`src/rtl/hazard_scoreboard_unit_pkg.sv`:
```
// Shared types and defaults for the pipeline hazard scoreboard.
// Cause codes, default forwarding latencies and the scoreboard width helper.
package hazard_scoreboard_unit_pkg;

    typedef enum logic [2:0] {
        HZ_NONE,
        HZ_IFETCH,
        HZ_RAW,
        HZ_REDIRECT,
        HZ_MEM,
        HZ_RESET
    } hzd_cause_t;

    localparam int ALU_LAT_DEF  = 0;
    localparam int LOAD_LAT_DEF = 1;

    // Bits needed to hold the largest countdown value; never narrower than 1.
    function automatic int sb_width(input int alu_lat, input int load_lat);
        int m;
        int w;
        m = (alu_lat > load_lat) ? alu_lat : load_lat;
        w = $clog2(m + 1);
        return (w < 1) ? 1 : w;
    endfunction

endpackage

```
`src/rtl/hazard_scoreboard_unit_if.sv`:
```
// Bundle between the pipeline datapath (master) and the hazard unit (slave).
interface hazard_scoreboard_unit_if #(
    parameter int NREG  = 32,
    parameter int CNT_W = 16
);
    import hazard_scoreboard_unit_pkg::*;

    localparam int RA_W = $clog2(NREG);

    logic            id_valid;
    logic [RA_W-1:0] id_rs;
    logic [RA_W-1:0] id_rt;
    logic            id_uses_rs;
    logic            id_uses_rt;
    logic            id_wr_en;
    logic [RA_W-1:0] id_wr_reg;
    logic            id_is_load;
    logic            ex_redirect;
    logic            ihit;
    logic            dmem_req;
    logic            dhit;

    logic             pc_enable;
    logic             en_if_id;
    logic             en_id_ex;
    logic             en_ex_mem;
    logic             en_mem_wb;
    logic             flush_if_id;
    logic             flush_id_ex;
    hzd_cause_t       hz_cause;
    logic [CNT_W-1:0] stall_cycles;

    modport master (
        output id_valid, id_rs, id_rt, id_uses_rs, id_uses_rt, id_wr_en,
               id_wr_reg, id_is_load, ex_redirect, ihit, dmem_req, dhit,
        input  pc_enable, en_if_id, en_id_ex, en_ex_mem, en_mem_wb,
               flush_if_id, flush_id_ex, hz_cause, stall_cycles
    );

    modport slave (
        input  id_valid, id_rs, id_rt, id_uses_rs, id_uses_rt, id_wr_en,
               id_wr_reg, id_is_load, ex_redirect, ihit, dmem_req, dhit,
        output pc_enable, en_if_id, en_id_ex, en_ex_mem, en_mem_wb,
               flush_if_id, flush_id_ex, hz_cause, stall_cycles
    );

endinterface

```
`src/rtl/hazard_scoreboard_unit_sb_regs.sv`:
```
// Per-register countdown array: nonzero entry means the result is not yet forwardable.
module hazard_sb_regs #(
    parameter int NREG = 32,
    parameter int SB_W = 1,
    parameter int RA_W = $clog2(NREG)
) (
    input  logic            CLK,
    input  logic            RST,
    input  logic            advance,
    input  logic            issue,
    input  logic [RA_W-1:0] wr_reg,
    input  logic [SB_W-1:0] init_val,
    input  logic [RA_W-1:0] ra_a,
    input  logic [RA_W-1:0] ra_b,
    output logic            busy_a,
    output logic            busy_b
);

    logic [NREG-1:0][SB_W-1:0] sb;

    // Entry 0 is pinned to zero so r0 reads can index the array directly.
    always_ff @(posedge CLK) begin
        if (RST) begin
            sb <= '0;
        end else begin
            sb[0] <= '0;
            for (int i = 1; i < NREG; i++) begin
                if (issue && wr_reg == RA_W'(i))
                    sb[i] <= init_val;
                else if (advance && sb[i] != '0)
                    sb[i] <= sb[i] - SB_W'(1);
            end
        end
    end

    assign busy_a = (sb[ra_a] != '0);
    assign busy_b = (sb[ra_b] != '0);

endmodule

```
`src/rtl/hazard_scoreboard_unit.sv`:
```
// Pipeline hazard controller: RAW detection via countdown scoreboard, freeze/redirect/
// fetch-miss priority, latch enable/flush encoding and a saturating stall counter.
module hazard_scoreboard_unit
    import hazard_scoreboard_unit_pkg::*;
#(
    parameter int NREG     = 32,
    parameter int ALU_LAT  = ALU_LAT_DEF,
    parameter int LOAD_LAT = LOAD_LAT_DEF,
    parameter int CNT_W    = 16
) (
    input  logic                     CLK,
    input  logic                     RST,
    hazard_scoreboard_unit_if.slave  hif
);

    localparam int RA_W = $clog2(NREG);
    localparam int SB_W = sb_width(ALU_LAT, LOAD_LAT);

    logic             freeze, raw, imiss, advance, issue;
    logic             busy_rs, busy_rt;
    logic [SB_W-1:0]  init_val;
    logic             pc_en;
    logic [3:0]       en;
    logic             fl_if_id, fl_id_ex;
    hzd_cause_t       cause;
    logic [CNT_W-1:0] stall_cnt;

    hazard_sb_regs #(.NREG(NREG), .SB_W(SB_W), .RA_W(RA_W)) u_sb (
        .CLK      (CLK),
        .RST      (RST),
        .advance  (advance),
        .issue    (issue),
        .wr_reg   (hif.id_wr_reg),
        .init_val (init_val),
        .ra_a     (hif.id_rs),
        .ra_b     (hif.id_rt),
        .busy_a   (busy_rs),
        .busy_b   (busy_rt)
    );

    assign freeze = hif.dmem_req & ~hif.dhit;
    assign imiss  = ~hif.ihit;
    // Entry 0 never holds a count, so r0 sources cannot raise a hazard.
    assign raw    = hif.id_valid & ((hif.id_uses_rs & busy_rs) | (hif.id_uses_rt & busy_rt));

    assign advance  = ~RST & ~freeze;
    assign issue    = advance & hif.id_valid & hif.id_wr_en & (hif.id_wr_reg != '0)
                    & ~hif.ex_redirect & ~raw;
    assign init_val = hif.id_is_load ? SB_W'(LOAD_LAT) : SB_W'(ALU_LAT);

    // en = {if_id, id_ex, ex_mem, mem_wb}
    always_comb begin
        pc_en    = 1'b1;
        en       = 4'b1111;
        fl_if_id = 1'b0;
        fl_id_ex = 1'b0;
        cause    = HZ_NONE;
        if (RST) begin
            pc_en    = 1'b0;
            en       = 4'b0000;
            fl_if_id = 1'b1;
            fl_id_ex = 1'b1;
            cause    = HZ_RESET;
        end else if (freeze) begin
            pc_en = 1'b0;
            en    = 4'b0000;
            cause = HZ_MEM;
        end else if (hif.ex_redirect) begin
            fl_if_id = 1'b1;
            fl_id_ex = 1'b1;
            cause    = HZ_REDIRECT;
        end else if (raw) begin
            pc_en    = 1'b0;
            en       = 4'b0111;
            fl_id_ex = 1'b1;
            cause    = HZ_RAW;
        end else if (imiss) begin
            pc_en    = 1'b0;
            fl_if_id = 1'b1;
            cause    = HZ_IFETCH;
        end
    end

    always_ff @(posedge CLK) begin
        if (RST)
            stall_cnt <= '0;
        else if (!pc_en && !(&stall_cnt))
            stall_cnt <= stall_cnt + CNT_W'(1);
    end

    assign hif.pc_enable    = pc_en;
    assign hif.en_if_id     = en[3];
    assign hif.en_id_ex     = en[2];
    assign hif.en_ex_mem    = en[1];
    assign hif.en_mem_wb    = en[0];
    assign hif.flush_if_id  = fl_if_id;
    assign hif.flush_id_ex  = fl_id_ex;
    assign hif.hz_cause     = cause;
    assign hif.stall_cycles = stall_cnt;

endmodule

```
`src/flat_wrapper.sv`:
```
// flat-port wrapper written by rule: the top's interface ports become plain ports
module hazard_scoreboard_unit_flat import hazard_scoreboard_unit_pkg::*;
#(
    parameter int NREG     = 32,
    parameter int ALU_LAT  = ALU_LAT_DEF,
    parameter int LOAD_LAT = LOAD_LAT_DEF,
    parameter int CNT_W    = 16
)
  (CLK, RST, hif_id_valid, hif_id_rs, hif_id_rt, hif_id_uses_rs, hif_id_uses_rt, hif_id_wr_en, hif_id_wr_reg, hif_id_is_load, hif_ex_redirect, hif_ihit, hif_dmem_req, hif_dhit, hif_pc_enable, hif_en_if_id, hif_en_id_ex, hif_en_ex_mem, hif_en_mem_wb, hif_flush_if_id, hif_flush_id_ex, hif_hz_cause, hif_stall_cycles);
  hazard_scoreboard_unit_if #(.NREG(NREG), .CNT_W(CNT_W)) hif_i ();
  input  logic CLK;
  input  logic RST;
  input wire logic [$bits(hif_i.id_valid)-1:0] hif_id_valid;
  input wire logic [$bits(hif_i.id_rs)-1:0] hif_id_rs;
  input wire logic [$bits(hif_i.id_rt)-1:0] hif_id_rt;
  input wire logic [$bits(hif_i.id_uses_rs)-1:0] hif_id_uses_rs;
  input wire logic [$bits(hif_i.id_uses_rt)-1:0] hif_id_uses_rt;
  input wire logic [$bits(hif_i.id_wr_en)-1:0] hif_id_wr_en;
  input wire logic [$bits(hif_i.id_wr_reg)-1:0] hif_id_wr_reg;
  input wire logic [$bits(hif_i.id_is_load)-1:0] hif_id_is_load;
  input wire logic [$bits(hif_i.ex_redirect)-1:0] hif_ex_redirect;
  input wire logic [$bits(hif_i.ihit)-1:0] hif_ihit;
  input wire logic [$bits(hif_i.dmem_req)-1:0] hif_dmem_req;
  input wire logic [$bits(hif_i.dhit)-1:0] hif_dhit;
  output wire logic [$bits(hif_i.pc_enable)-1:0] hif_pc_enable;
  output wire logic [$bits(hif_i.en_if_id)-1:0] hif_en_if_id;
  output wire logic [$bits(hif_i.en_id_ex)-1:0] hif_en_id_ex;
  output wire logic [$bits(hif_i.en_ex_mem)-1:0] hif_en_ex_mem;
  output wire logic [$bits(hif_i.en_mem_wb)-1:0] hif_en_mem_wb;
  output wire logic [$bits(hif_i.flush_if_id)-1:0] hif_flush_if_id;
  output wire logic [$bits(hif_i.flush_id_ex)-1:0] hif_flush_id_ex;
  output wire logic [$bits(hif_i.hz_cause)-1:0] hif_hz_cause;
  output wire logic [$bits(hif_i.stall_cycles)-1:0] hif_stall_cycles;
  assign hif_i.id_valid = hif_id_valid;
  assign hif_i.id_rs = hif_id_rs;
  assign hif_i.id_rt = hif_id_rt;
  assign hif_i.id_uses_rs = hif_id_uses_rs;
  assign hif_i.id_uses_rt = hif_id_uses_rt;
  assign hif_i.id_wr_en = hif_id_wr_en;
  assign hif_i.id_wr_reg = hif_id_wr_reg;
  assign hif_i.id_is_load = hif_id_is_load;
  assign hif_i.ex_redirect = hif_ex_redirect;
  assign hif_i.ihit = hif_ihit;
  assign hif_i.dmem_req = hif_dmem_req;
  assign hif_i.dhit = hif_dhit;
  assign hif_pc_enable = hif_i.pc_enable;
  assign hif_en_if_id = hif_i.en_if_id;
  assign hif_en_id_ex = hif_i.en_id_ex;
  assign hif_en_ex_mem = hif_i.en_ex_mem;
  assign hif_en_mem_wb = hif_i.en_mem_wb;
  assign hif_flush_if_id = hif_i.flush_if_id;
  assign hif_flush_id_ex = hif_i.flush_id_ex;
  assign hif_hz_cause = hif_i.hz_cause;
  assign hif_stall_cycles = hif_i.stall_cycles;
  hazard_scoreboard_unit #(.NREG(NREG), .ALU_LAT(ALU_LAT), .LOAD_LAT(LOAD_LAT), .CNT_W(CNT_W)) u_core (.CLK(CLK), .RST(RST), .hif(hif_i));
endmodule
```
`config.mk`:
```
export PLATFORM = sky130hd
export DESIGN_NAME = hazard_scoreboard_unit_flat
export DESIGN_NICKNAME = d
export VERILOG_FILES = /design/src/rtl/hazard_scoreboard_unit_pkg.sv /design/src/rtl/hazard_scoreboard_unit_if.sv /design/src/rtl/hazard_scoreboard_unit_sb_regs.sv /design/src/rtl/hazard_scoreboard_unit.sv /design/src/flat_wrapper.sv
export SDC_FILE = /design/constraint.sdc
export NUM_CORES = 1
export LEC_CHECK = 0
export BUFFER_PORTS_ARGS = -buffer_cell sky130_fd_sc_hd__buf_2
export CAP_MARGIN = 20
export CORE_MARGIN = 4
export CORE_UTILIZATION = 35
export DETAILED_ROUTE_END_ITERATION = 10
export HOLD_SLACK_MARGIN = 0.08
export PLACE_DENSITY = 0.59
export SLEW_MARGIN = 20
export SYNTH_ARGS = -nofsm -noshare
export SYNTH_HDL_FRONTEND = slang
export SYNTH_SLANG_ARGS = --single-unit
export TNS_END_PERCENT = 1
```
`constraint.sdc`:
```
create_clock -name CLK -period 5.95 [get_ports CLK]
set_input_delay 0.2975 -clock CLK [delete_from_list [all_inputs] [get_ports CLK]]
set_output_delay 0.2975 -clock CLK [all_outputs]
set_load 0.005 [all_outputs]
```
; Word level (Yosys, flattened, before mapping)
; Index checks and enable logic that the tools add are counted.
[totals]
ff_bits = 47
inputBits = 26
word_cells = 301
[op_classes]
add_sub_neg = 32
order_cmp = 2
eq_ne = 31
mux = 90
bitwise_logic = 16
n_reduce_logical = 98
[op_table]
columns = cell, count
row1 = $eq 5x5->1 const B, 16
row2 = $mux 1, 80
row3 = $logic_and 1x1->1, 63
row4 = $reduce_bool 2->1, 31
row5 = $eq 5x4->1 const B, 8
row6 = $sub 1x1->1 const B, 31
row7 = $eq 5x3->1 const B, 4
row8 = $add 16x1->16 const B, 1
row9 = $mux 4, 4
row10 = $reduce_and 16->1, 1
row11 = $lt 5x6->1 const B, 2
row12 = $mux 3, 4
row13 = $and 1x1->1, 10
row14 = $bmux 1 s5, 2
row15 = $eq 5x2->1 const B, 2
row16 = $eq 5x1->1 const B, 1
row17 = $not 1->1, 5
row18 = $reduce_bool 5->1, 1
row19 = $logic_not 1->1, 2
row20 = $or 1x1->1, 1

; Longest topological paths before layout
; Gate-level depths: netlist of the first run.
[logic_depth]
depth_word = 11
depth_mapped = 10
mapped_depth_nobuf = 8

; By module
; From an unflattened synthesis of the first run, not the netlist that was laid out.
[hier_totals]
cells_unflattened = 380
hier_area_um2 = 3121.7
[by_module_without_submodules]
columns = mod, instances, cells_each, area_each_um2, seq_area_each_um2
row1 = hazard_sb_regs, 1, 259, 2072.0, 620.6
row2 = hazard_scoreboard_unit, 1, 121, 1049.8, 320.3

; Least setup slack after synthesis of the first run
; Ideal clock, no wire load.
[synth_timing]
path_type = input-to-reg
start = in hif_id_rs[1]
end = reg u_core.stall_cnt[15] (netlist: u_core.hif.stall_cycles[15])
setup_ps = 116
arrival_ps = 2428
required_ps = 5834
slack_ps = 3405
cell_stages = 10
n_path_buf = 2
cell_sequence = buf_4 -> mux4_2 -> nor2b_1 -> or4_1 -> a41oi_1 -> o21ai_1 -> a21oi_2 -> buf_2 -> a21oi_1 -> a31o_2
[synth_via]
elab_chain_len = 11
[synth_lines]
columns = item, line_no
row1 = from (decl), flat_wrapper.sv:14  ; input wire logic [$bits(hif_i.id_rs)-1:0] hif_id_rs;
row2 = $bmux 1 s5, hazard_scoreboard_unit_sb_regs.sv:36  ; assign busy_a = (sb[ra_a] != '0);
row3 = $mux 1 (implied by the code), hazard_scoreboard_unit_sb_regs.sv:36
row4 = $and 1x1->1, hazard_scoreboard_unit.sv:44  ; assign raw = hif.id_valid & ((hif.id_uses_rs & busy_rs) | (hif.id_uses_rt & busy_rt));
row5 = $or 1x1->1, hazard_scoreboard_unit.sv:44
row6 = $and 1x1->1, hazard_scoreboard_unit.sv:44
row7 = $mux 1, hazard_scoreboard_unit.sv:72  ; end else if (raw) begin
row8 = $mux 1, hazard_scoreboard_unit.sv:68  ; end else if (hif.ex_redirect) begin
row9 = $mux 1, hazard_scoreboard_unit.sv:64  ; end else if (freeze) begin
row10 = $mux 1, hazard_scoreboard_unit.sv:58  ; if (RST) begin
row11 = $logic_not 1->1, hazard_scoreboard_unit.sv:87  ; else if (!pc_en && !(&stall_cnt))
row12 = $logic_and 1x1->1, hazard_scoreboard_unit.sv:87
row13 = to (signal assigned), hazard_scoreboard_unit.sv:88  ; stall_cnt <= stall_cnt + CNT_W'(1);
row14 = to (decl), hazard_scoreboard_unit.sv:26  ; logic [CNT_W-1:0] stall_cnt;
; Every way passes these cells. The select of a mux whose other input is x is not followed.
; A chain may end at the register's enable or synchronous reset.

; Worst setup path after layout of the first run
[layout_timing]
start = reg u_core.u_sb.sb[7] in the netlist's numbering
end = reg u_core.stall_cnt[14] (netlist: u_core.hif.stall_cycles[14])
[layout_via]
elab_chain_len = 11
elab_cells_between_ends = 14
[layout_lines]
columns = item, line_no
row1 = from (decl), hazard_scoreboard_unit_sb_regs.sv:19  ; logic [NREG-1:0][SB_W-1:0] sb;
row2 = "from (signal, indexed assignment)", hazard_scoreboard_unit_sb_regs.sv:29  ; sb[i] <= init_val;
row3 = "from (signal, indexed assignment)", hazard_scoreboard_unit_sb_regs.sv:31  ; sb[i] <= sb[i] - SB_W'(1);
row4 = "$bmux 1 s5, on equally long branches", "hazard_scoreboard_unit_sb_regs.sv:36, hazard_scoreboard_unit_sb_regs.sv:37"
row5 = "$mux 1, on equally long branches", "hazard_scoreboard_unit_sb_regs.sv:36, hazard_scoreboard_unit_sb_regs.sv:37"
row6 = $and 1x1->1, hazard_scoreboard_unit.sv:44
row7 = $or 1x1->1 *, hazard_scoreboard_unit.sv:44
row8 = $and 1x1->1 *, hazard_scoreboard_unit.sv:44
row9 = $mux 1 *, hazard_scoreboard_unit.sv:72
row10 = $mux 1 *, hazard_scoreboard_unit.sv:68
row11 = $mux 1 *, hazard_scoreboard_unit.sv:64
row12 = $mux 1 *, hazard_scoreboard_unit.sv:58
row13 = $logic_not 1->1 *, hazard_scoreboard_unit.sv:87
row14 = $logic_and 1x1->1 *, hazard_scoreboard_unit.sv:87
; Mark *: on every way between the ends. The rest lies on a longest branch, timed or not. The select of a mux whose other input is x is not followed.

==> qor.txt, run 1 <==
Outcome - complete, no violations
Most common cell after layout, fill and taps aside - sky130_fd_sc_hd__buf_2
Nature of the critical path startpoint - flop
Buffer depth of the longest clock path - 2
CP Depth - 8
Global-route wire length before repair - 10,730 um
Maximum fanout encountered on the critical timing path - 17
Rel. slew slack - 50.75%
RSZ-0062 raised after global routing - no
Residual DRC count - 0
Initial antenna violation count - 0
Instance count along the most critical hold path - 3
Buf/Inv on CP - 0
Via count of the routed design - 2,282
P&R area growth vs syn - 15.33%
Utilization after layout - 41.58%
Kind of end point of the critical path - flop
Cells after Synth - 289
Number of enable-type register cells in the synthesized netlist - 0
Largest net degree at the start of global routing - 32
Total inserted antenna cells - 0
Routability-driven placement congestion ratio - 0.8806
Smallest hold slack - 424.4 ps
Area taken by flip-flops and latches - 940.9 um^2
Yosys reg bits - 47
TritonCTS clock tree - built
Clock-pin slew reported for the worst setup and hold paths after clock tree synthesis - 90 ps
Post-Synthesis Net Count - 316
Antenna violation net count after detailed routing - 0
Initial Utilization - 36.05%
Arrival time of data at the critical path endpoint - 3100 ps
Clock sink count - 47
Clock tree root buffer cell - sky130_fd_sc_hd__clkbuf_8
Combined area of the multi-input logic cells - 1554 um^2
Mean routed wirelength per cell - 15.32 um
Number of maximum-capacitance constraint violations - 0
Hold crit path type - input pin to flop
Mean post-synth cell area - 9.096 um^2
VDD IR max - 0.1113 mV
Setup TNS Final - 0 ps
Site Rows - 31
Number of global-route vias before repair - 2,125
Drt via density - 5.332
DIE AREA - 8961 um^2
Overflow left after global routing - 0
HPWL Detailed - 4999 um
Worst Max-Slew Pin Slew - 738.7 ps
Mapped cell area - 2629 um^2
Standard cell area after detailed placement - 2914 um^2
Skew-Pair Late Insertion Delay - 300 ps
Final hold viol count - 0
# setup viols final - 0
Leading register cell type out of synthesis - sky130_fd_sc_hd__dfxtp_1
Crit-path max cell delay - 650 ps
Routed wire length - 6559 um
I/O pin count - 52
First-pass DRT Iterations - 4
Final Slew Violations - 0
Filler-free cell count of the finished design - 428
Total of cells resized after clock tree synthesis - 0
Final Cell Area - 3032 um^2
Library cell contributing the largest single delay on the critical path - sky130_fd_sc_hd__a21oi_2
Leakage - 1.243 nW
Core outline area - 7292 um^2
Category of the critical setup timing path - flop to flop
Sequential share of the synthesized area - 35.79%
Final Skew - 10.57 ps
Library cells used by synthesis - 42
Critical path's top delay family - compound AO/OA/AOI/OAI gates
Required time reported for the critical path endpoint - 6130 ps
Tcrit/Tclk final - 49.06%
Total number of H-tree levels - 2
Layout cells sized above 1 - 24.92%
Most used cells in the layout excluding fill and tap cells - sky130_fd_sc_hd__buf_2, sky130_fd_sc_hd__dfxtp_1, sky130_fd_sc_hd__nor2_1, sky130_fd_sc_hd__a22o_1, sky130_fd_sc_hd__mux2i_1
Chain of cells forming the critical path - mux4_2, nor2b_1, or4_1, a41oi_1, o21ai_1, a21oi_2, nand4_1, mux2_2
Die span in x - 94.67 um
Power per standard cell area - 206.5 nW/um^2
R2r worst-path depth - 8
Warning count from the yosys run - 0
Number of buffers created by CTS - 5
Fin crit period - 2919 ps
Total Routing Usage GR - 15.17%
# port buffers - 51
Die extent in y - 94.67 um
Number of buffers added for setup after CTS - 0
Net count reported at finish - 355
Highest Clock Rate - 342.5 MHz
Share of async-settable or async-resettable flops after synthesis - 0%
Cells after DPL - 420
Filler Cell Count - 778
CTS hold repair buffers - 0
Iteration-0 DRC Markers - 181
==> synth_stat cells, types with 2 or more instances <==
cell type	n	area, um^2
sky130_fd_sc_hd__nor2b_1	16	100.1
sky130_fd_sc_hd__a21o_1	3	22.52
sky130_fd_sc_hd__a22oi_1	6	45.04
sky130_fd_sc_hd__a22o_1	31	271.5
sky130_fd_sc_hd__mux2i_1	18	180.2
sky130_fd_sc_hd__or4_1	3	22.52
sky130_fd_sc_hd__nor2_1	37	138.9
sky130_fd_sc_hd__a31oi_1	3	18.77
sky130_fd_sc_hd__and2_1	2	12.51
sky130_fd_sc_hd__mux2_2	11	123.9
sky130_fd_sc_hd__nor3_1	3	15.01
sky130_fd_sc_hd__nand3_1	10	50.05
sky130_fd_sc_hd__dfxtp_1	47	940.9
sky130_fd_sc_hd__a211oi_1	3	22.52
sky130_fd_sc_hd__o311ai_0	4	35.03
sky130_fd_sc_hd__a221oi_1	2	17.52
sky130_fd_sc_hd__buf_4	5	37.54
sky130_fd_sc_hd__clkbuf_1	8	30.03
sky130_fd_sc_hd__a21oi_1	6	30.03
sky130_fd_sc_hd__o2111ai_1	2	17.52
sky130_fd_sc_hd__buf_2	5	25.02
sky130_fd_sc_hd__a311oi_1	2	17.52
sky130_fd_sc_hd__inv_1	12	45.04
sky130_fd_sc_hd__mux4_2	4	90.09
sky130_fd_sc_hd__nand4_1	4	25.02
sky130_fd_sc_hd__nand2b_1	10	62.56
sky130_fd_sc_hd__and3_1	3	18.77
sky130_fd_sc_hd__a31o_2	3	26.28
sky130_fd_sc_hd__nand2_1	9	33.78
sky130_fd_sc_hd__xnor2_1	4	35.03
sky130_fd_sc_hd__a41oi_1	2	17.52
==> report_power, final <==
group / internal (W) / switching, W
clock: 0.000125 / 0.000108
combinational: 0.0000298 / 0.0000439
sequential: 0.000317 / 0.00000287
total: 0.000472 / 0.000154
==> sequential cells by signal, summed over array words and instances (netlist names) <==
name	count
u_core.hif.stall_cycles	16
u_core.u_sb.sb	31
==> logic make-up after synthesis <==
group / Yosys count / synth area share, %
AO/OA/AOI/OAI: 71 / 21.61
XOR/XNOR: 4 / 1.333
adder cells (fa/ha/maj): 1 / 0.4759
buffers and inverters: 31 / 5.378
flip-flops: 47 / 35.79
multiplexers: 33 / 14.99
AND/OR/NAND/NOR: 102 / 20.42
==> metrics by stage <==
| stage | setup WS (ps) | power (W) |
|---|---|---|
| global route | 2763 | 0.0006578 |
| global placement | 2917 | 0.0004004 |
| CTS | 3025 | 0.0006319 |
| detailed placement | 2843 | 0.0004006 |
| floorplan | 3405 | 0.0003757 |
| finish | 3031 | 0.0006261 |
==> path summary, 6_finish.rpt <==
check                                                startpoint                                       end  slack (ps)
worst max-delay path             u_core.u_sb.sb[7]$_SDFFE_PP0P_  u_core.hif.stall_cycles[14]$_SDFFE_PP0P_        3030
worst min-delay path                           hif_id_wr_reg[1]            u_core.u_sb.sb[8]$_SDFFE_PP0P_         420
worst max register to register   u_core.u_sb.sb[7]$_SDFFE_PP0P_  u_core.hif.stall_cycles[14]$_SDFFE_PP0P_        3030
worst min register to register  u_core.u_sb.sb[25]$_SDFFE_PP0P_           u_core.u_sb.sb[25]$_SDFFE_PP0P_         520
==> cell type report <==
cell class | count | area share (%)
clock buffers | 5 | 2.270
clock inverters | 3 | 1.444
inverters | 12 | 1.486
multi-input cells | 211 | 51.26
flip-flops and latches | 47 | 31.04
well taps | 99 | 4.086
repair buffers | 51 | 8.419
==> tightest hold or removal path, cell delays in order <==
cell and delay (ps):
sky130_fd_sc_hd__buf_2 150, sky130_fd_sc_hd__nor4_4 70, sky130_fd_sc_hd__a22o_1 170
==> metal layers <==
layer / vias up / GRT usage, % / share of wire [%] / wire length (um)
met1: 1070 / 20.10 / 47 / 3059
met4: 0 / 4.087 / 1.8 / 119
li1: 1145 / - / - / -
met3: 8 / 4.064 / 4.6 / 303
met5: - / 0 / 0 / 0
met2: 59 / 24.31 / 47 / 3076
Power figures use the tool's default switching activity.
==> inputs of run 2 (changes only) <==
Clock period 5.95 ns to 3 ns, I/O delays scaled along.
==> qor.txt, run 2 (synthesized netlist as in run 1, its figures left out) <==
Outcome - complete, no violations
Worst min-delay path startpoint - hif_id_wr_reg[1]
Power per standard cell area - 434.8 nW/um^2
Reg with most FFs - u_core.u_sb.sb
Leakage - 1.268 nW
Net count reported at finish - 359
Instance count along the most critical hold path - 3
Antenna violation net count after detailed routing - 0
Endpoint of the most critical register-to-register path - u_core.u_sb.sb[20]$_SDFFE_PP0P_
Filler-free cell count of the finished design - 432
Worst setup slack for register-to-register paths - 400 ps
Total number of H-tree levels - 2
RSZ-0062 raised after global routing - no
P&R area growth vs syn - 17.18%
Fin crit period - 2680 ps
Arrival time of data at the critical path endpoint - 2530 ps
Total inserted antenna cells - 0
VDD IR max - 0.2488 mV
Final Skew - 10.68 ps
# setup viols final - 0
Site Rows - 31
Number of buffers created by CTS - 5
Cells after DPL - 424
First-pass DRT Iterations - 5
Nature of the critical path startpoint - flop
Met3 layer usage reported by global route - 3.347%
Via count of the routed design - 2,340
Reg-to-reg startpoint - u_core.u_sb.sb[23]$_SDFFE_PP0P_
Sum of internal, switching and leakage power - 0.001339 W
Buffer depth of the longest clock path - 2
Skew-Pair Late Insertion Delay - 310 ps
Rel. slew slack - 60.16%
Core outline area - 7292 um^2
Die span in x - 94.67 um
Clock sink count - 47
Residual DRC count - 0
Drt via density - 5.417
I/O pin count - 52
TritonCTS clock tree - built
Required time reported for the critical path endpoint - 2850 ps
Clock-pin slew reported for the worst setup and hold paths after clock tree synthesis - 90 ps
Routed wire length - 6801 um
Setup TNS Final - 0 ps
Combined area of the multi-input logic cells - 1549 um^2
Area taken by flip-flops and latches - 940.9 um^2
Most common cell after layout, fill and taps aside - sky130_fd_sc_hd__buf_2
Maximum fanout encountered on the critical timing path - 4
CTS hold repair buffers - 0
Layout cells sized above 1 - 25.83%
HPWL Detailed - 5260 um
Initial Utilization - 36.05%
Final hold viol count - 0
Largest register FFs - 31
DIE AREA - 8961 um^2
Worst Max-Slew Pin Slew - 596.9 ps
Final Slew Violations - 0
Category of the critical setup timing path - flop to output pin
Clock tree root buffer cell - sky130_fd_sc_hd__clkbuf_8
Capture endpoint of the worst hold path - u_core.u_sb.sb[8]$_SDFFE_PP0P_
Number of global-route vias before repair - 2,205
Tcrit/Tclk final - 89.34%
Met1 Use GR - 20.14%
Number of maximum-capacitance constraint violations - 0
Total of cells resized after clock tree synthesis - 0
Largest net degree at the start of global routing - 29
Initial antenna violation count - 0
Hold crit path type - input pin to flop
Highest Clock Rate - 373.1 MHz
Routability-driven placement congestion ratio - 0.8812
Global-route wire length before repair - 11,040 um
Mean routed wirelength per cell - 15.74 um
Overflow left after global routing - 0
R2r worst-path depth - 7
Routing usage on met2 - 26.25%
Kind of end point of the critical path - output pin
Iteration-0 DRC Markers - 164
# port buffers - 51
Most used cells in the layout excluding fill and tap cells - sky130_fd_sc_hd__buf_2, sky130_fd_sc_hd__dfxtp_1, sky130_fd_sc_hd__nor2_1, sky130_fd_sc_hd__a22o_1, sky130_fd_sc_hd__mux2i_1
Die extent in y - 94.67 um
Total Routing Usage GR - 15.68%
Filler Cell Count - 761
Smallest hold slack - 261.0 ps
Busiest metal layer after global routing - met2
Number of buffers added for setup after CTS - 0
run 2: changes by cell type in the layout (fill, tap and decap cells not counted), sizes merged:
| cell | previous run | this run |
|---|---|---|
| clkinv | 2 | 0 |
| buf | 51 | 55 |
| clkinvlp | 0 | 1 |
| bufinv | 1 | 2 |
run 2: through the flow:
stage,area [um^2],setup WS (ps),utilization (%)
2_1_floorplan,2629,602.9,-
6_report,3080,319.9,42.24
3_3_place_gp,2944,314.6,40.37
3_5_place_dp,2944,316.1,40.37
5_1_grt,3080,93.18,42.24
4_1_cts,3080,298.8,42.24
run 2: worst max-delay path by stage:
stage                                    from  slack (ps)                                        to
2_1_floorplan                    hif_id_rs[1]         600  u_core.hif.stall_cycles[15]$_SDFFE_PP0P_
3_3_place_gp                     hif_id_rs[2]         310           u_core.u_sb.sb[17]$_SDFFE_PP0P_
3_5_place_dp                     hif_id_rt[2]         320           u_core.u_sb.sb[16]$_SDFFE_PP0P_
4_1_cts        u_core.u_sb.sb[6]$_SDFFE_PP0P_         300                           hif_flush_if_id
5_1_grt        u_core.u_sb.sb[7]$_SDFFE_PP0P_          90                           hif_flush_if_id
6_report       u_core.u_sb.sb[4]$_SDFFE_PP0P_         320                           hif_hz_cause[0]
run 2: cell type report:
type | count | share of cell area, %
Clock buffer | 5 | 2.234
Multi-Input combinational cell | 211 | 50.28
Tap cell | 99 | 4.021
Timing Repair Buffer | 55 | 9.261
Inverter | 12 | 1.462
Sequential cell | 47 | 30.54
Clock inverter | 3 | 2.193
run 2: critical path, cell delays in order, from the launching register on:
cell	delay, ps
sky130_fd_sc_hd__dfxtp_1	390
sky130_fd_sc_hd__mux4_2	240
sky130_fd_sc_hd__nor2b_1	40
sky130_fd_sc_hd__or4_1	480
sky130_fd_sc_hd__a41oi_1	310
sky130_fd_sc_hd__or2_1	190
sky130_fd_sc_hd__and2_1	200
sky130_fd_sc_hd__o21bai_1	70
sky130_fd_sc_hd__a21o_1	180
sky130_fd_sc_hd__buf_2	120
run 2: layer usage:
layer  wire length [um]  vias to the layer above
met5                  0                        -
met1               3071                     1091
met2               3270                       77
met4                 93                        0
li1                   -                     1159
met3                365                       13
run 2: where the power goes:
part / switching (W) / internal [W] / total (W)
combinational: 0.0000890 / 0.0000622 / 0.000151
sequential: 0.00000579 / 0.000628 / 0.000634
clock: 0.000222 / 0.000332 / 0.000554
==> inputs of run 3 (changes only) <==
Settings changed: CELL_PAD_IN_SITES_DETAIL_PLACEMENT set to 0, CELL_PAD_IN_SITES_GLOBAL_PLACEMENT set to 2, CORE_UTILIZATION 35 to 33, PLACE_DENSITY 0.59 to 0.83.
==> qor.txt, run 3 (synthesized netlist as in run 1, its figures left out) <==
Outcome - complete, no violations
Global-route wire length before repair - 11,430 um
Number of buffers created by CTS - 5
Total Routing Usage GR - 14.55%
Number of buffers added for setup after CTS - 0
Largest register FFs - 31
Total number of H-tree levels - 2
Power per standard cell area - 380.6 nW/um^2
Final Skew - 5.960 ps
Fin crit period - 2712 ps
VDD IR max - 0.1489 mV
CTS hold repair buffers - 0
Clock-pin slew reported for the worst setup and hold paths after clock tree synthesis - 90 ps
Iteration-0 DRC Markers - 128
Maximum fanout encountered on the critical timing path - 4
Mean routed wirelength per cell - 15.54 um
DIE AREA - 9458 um^2
Tcrit/Tclk final - 90.40%
Largest net degree at the start of global routing - 32
Leakage - 1.255 nW
Highest Clock Rate - 368.7 MHz
# port buffers - 51
Clock tree root buffer cell - sky130_fd_sc_hd__clkbuf_8
Chain of cells forming the critical path - mux4_2, nor2b_1, or4_1, a41oi_1, or2_1, and2_1, o21bai_1, a21o_1, buf_2
Endpoint of the most critical register-to-register path - u_core.u_sb.sb[25]$_SDFFE_PP0P_
Nature of the critical path startpoint - flop
Core outline area - 7727 um^2
Site Rows - 32
First-pass DRT Iterations - 6
RSZ-0062 raised after global routing - no
Library cell contributing the largest single delay on the critical path - sky130_fd_sc_hd__or4_1
Crit-path max cell delay - 470 ps
Worst Max-Slew Pin Slew - 506.0 ps
Worst setup path endpoint - hif_hz_cause[0]
Clock sink count - 47
Die extent in y - 97.25 um
Skew-Pair Late Insertion Delay - 300 ps
Antenna violation net count after detailed routing - 0
Category of the critical setup timing path - flop to output pin
Residual DRC count - 0
# setup viols final - 0
Initial antenna violation count - 1
Final hold viol count - 0
Required time reported for the critical path endpoint - 2850 ps
P&R area growth vs syn - 15.80%
HPWL Detailed - 5251 um
Hold crit path type - input pin to flop
Arrival time of data at the critical path endpoint - 2560 ps
I/O pin count - 52
Number of maximum-capacitance constraint violations - 0
Kind of end point of the critical path - output pin
Routed wire length - 6792 um
Drt via density - 5.270
Buffer depth of the longest clock path - 2
Net count reported at finish - 361
Number of global-route vias before repair - 2,236
Final Slew Violations - 0
Total inserted antenna cells - 0
Worst setup slack for register-to-register paths - 360 ps
Routability-driven placement congestion ratio - 0.8076
Most used cells in the layout excluding fill and tap cells - sky130_fd_sc_hd__buf_2, sky130_fd_sc_hd__dfxtp_1, sky130_fd_sc_hd__nor2_1, sky130_fd_sc_hd__a22o_1, sky130_fd_sc_hd__mux2i_1
TritonCTS clock tree - built
Die span in x - 97.25 um
Reg-to-reg startpoint - u_core.u_sb.sb[14]$_SDFFE_PP0P_
Overflow left after global routing - 0
Most common cell after layout, fill and taps aside - sky130_fd_sc_hd__buf_2
Reg with most FFs - u_core.u_sb.sb
Utilization after layout - 39.39%
Rel. slew slack - 66.00%
R2r worst-path depth - 7
Initial Utilization - 34.02%
Layout cells sized above 1 - 25.67%
Total of cells resized after clock tree synthesis - 0
Via count of the routed design - 2,303
Setup TNS Final - 0 ps
Startpoint of the worst setup timing path - u_core.u_sb.sb[6]$_SDFFE_PP0P_
## run 3: critical path, delay by kind of cell (launching register included)
family / cells / cell delay (ps)
simple gates: 4 / 900
compound gates: 3 / 610
flops: 1 / 380
mux: 1 / 260
buf+inv: 1 / 120
## run 3: metrics by stage
step | cell area [um^2] | setup WS [ps] | hold WS [ps] | power, W | cells
final | 3044 | 287.9 | 275.5 | 0.001159 | 437
after detailed placement | 2963 | 268.5 | 487.3 | 0.0008003 | 429
after CTS | 3044 | 282.4 | 270.5 | 0.001173 | 437
after global routing | 3044 | 161.7 | 285.9 | 0.001216 | 437
after global placement | 2963 | 211.1 | 487.7 | 0.0008012 | 429
after floorplan | 2629 | 602.9 | 392.1 | 0.0007452 | 289
## run 3: worst min-delay path by stage
stage,start,endpoint,cells past startpoint
4_1_cts,hif_id_wr_reg[0],u_core.u_sb.sb[8]$_SDFFE_PP0P_,3
5_1_grt,hif_id_wr_reg[0],u_core.u_sb.sb[4]$_SDFFE_PP0P_,3
2_1_floorplan,hif_id_wr_reg[1],u_core.u_sb.sb[4]$_SDFFE_PP0P_,2
3_3_place_gp,u_core.u_sb.sb[9]$_SDFFE_PP0P_,u_core.u_sb.sb[9]$_SDFFE_PP0P_,1
3_5_place_dp,u_core.u_sb.sb[9]$_SDFFE_PP0P_,u_core.u_sb.sb[9]$_SDFFE_PP0P_,1
6_report,hif_id_wr_reg[0],u_core.u_sb.sb[8]$_SDFFE_PP0P_,3
## run 3: report_power, final
part | switching [W] | internal (W) | total, W
registers | 0.00000561 | 0.000628 | 0.000634
logic | 0.0000877 | 0.0000634 | 0.000151
clock network | 0.000209 | 0.000164 | 0.000373
total | 0.000303 | 0.000856 | 0.00116
## run 3: layout make-up
| cell class | count | area (um^2) |
|---|---|---|
| clock buffer | 7 | 76.32 |
| clock inverter | 1 | 5.005 |
| fill | 797 | 4683 |
| inverter | 12 | 45.04 |
| multi-input combinational | 211 | 1549 |
| sequential | 47 | 940.9 |
| tap | 102 | 127.6 |
| timing repair buffer | 57 | 300.3 |
## run 3: per-layer routing
| layer | vias up | track usage, % | part of all wire (%) |
|---|---|---|---|
| met5 | - | 0 | 0.10 |
| met4 | 2 | 3.514 | 1.2 |
| met3 | 9 | 4.020 | 6.1 |
| met2 | 56 | 23.46 | 45 |
| met1 | 1075 | 19.36 | 48 |
| li1 | 1161 | - | - |
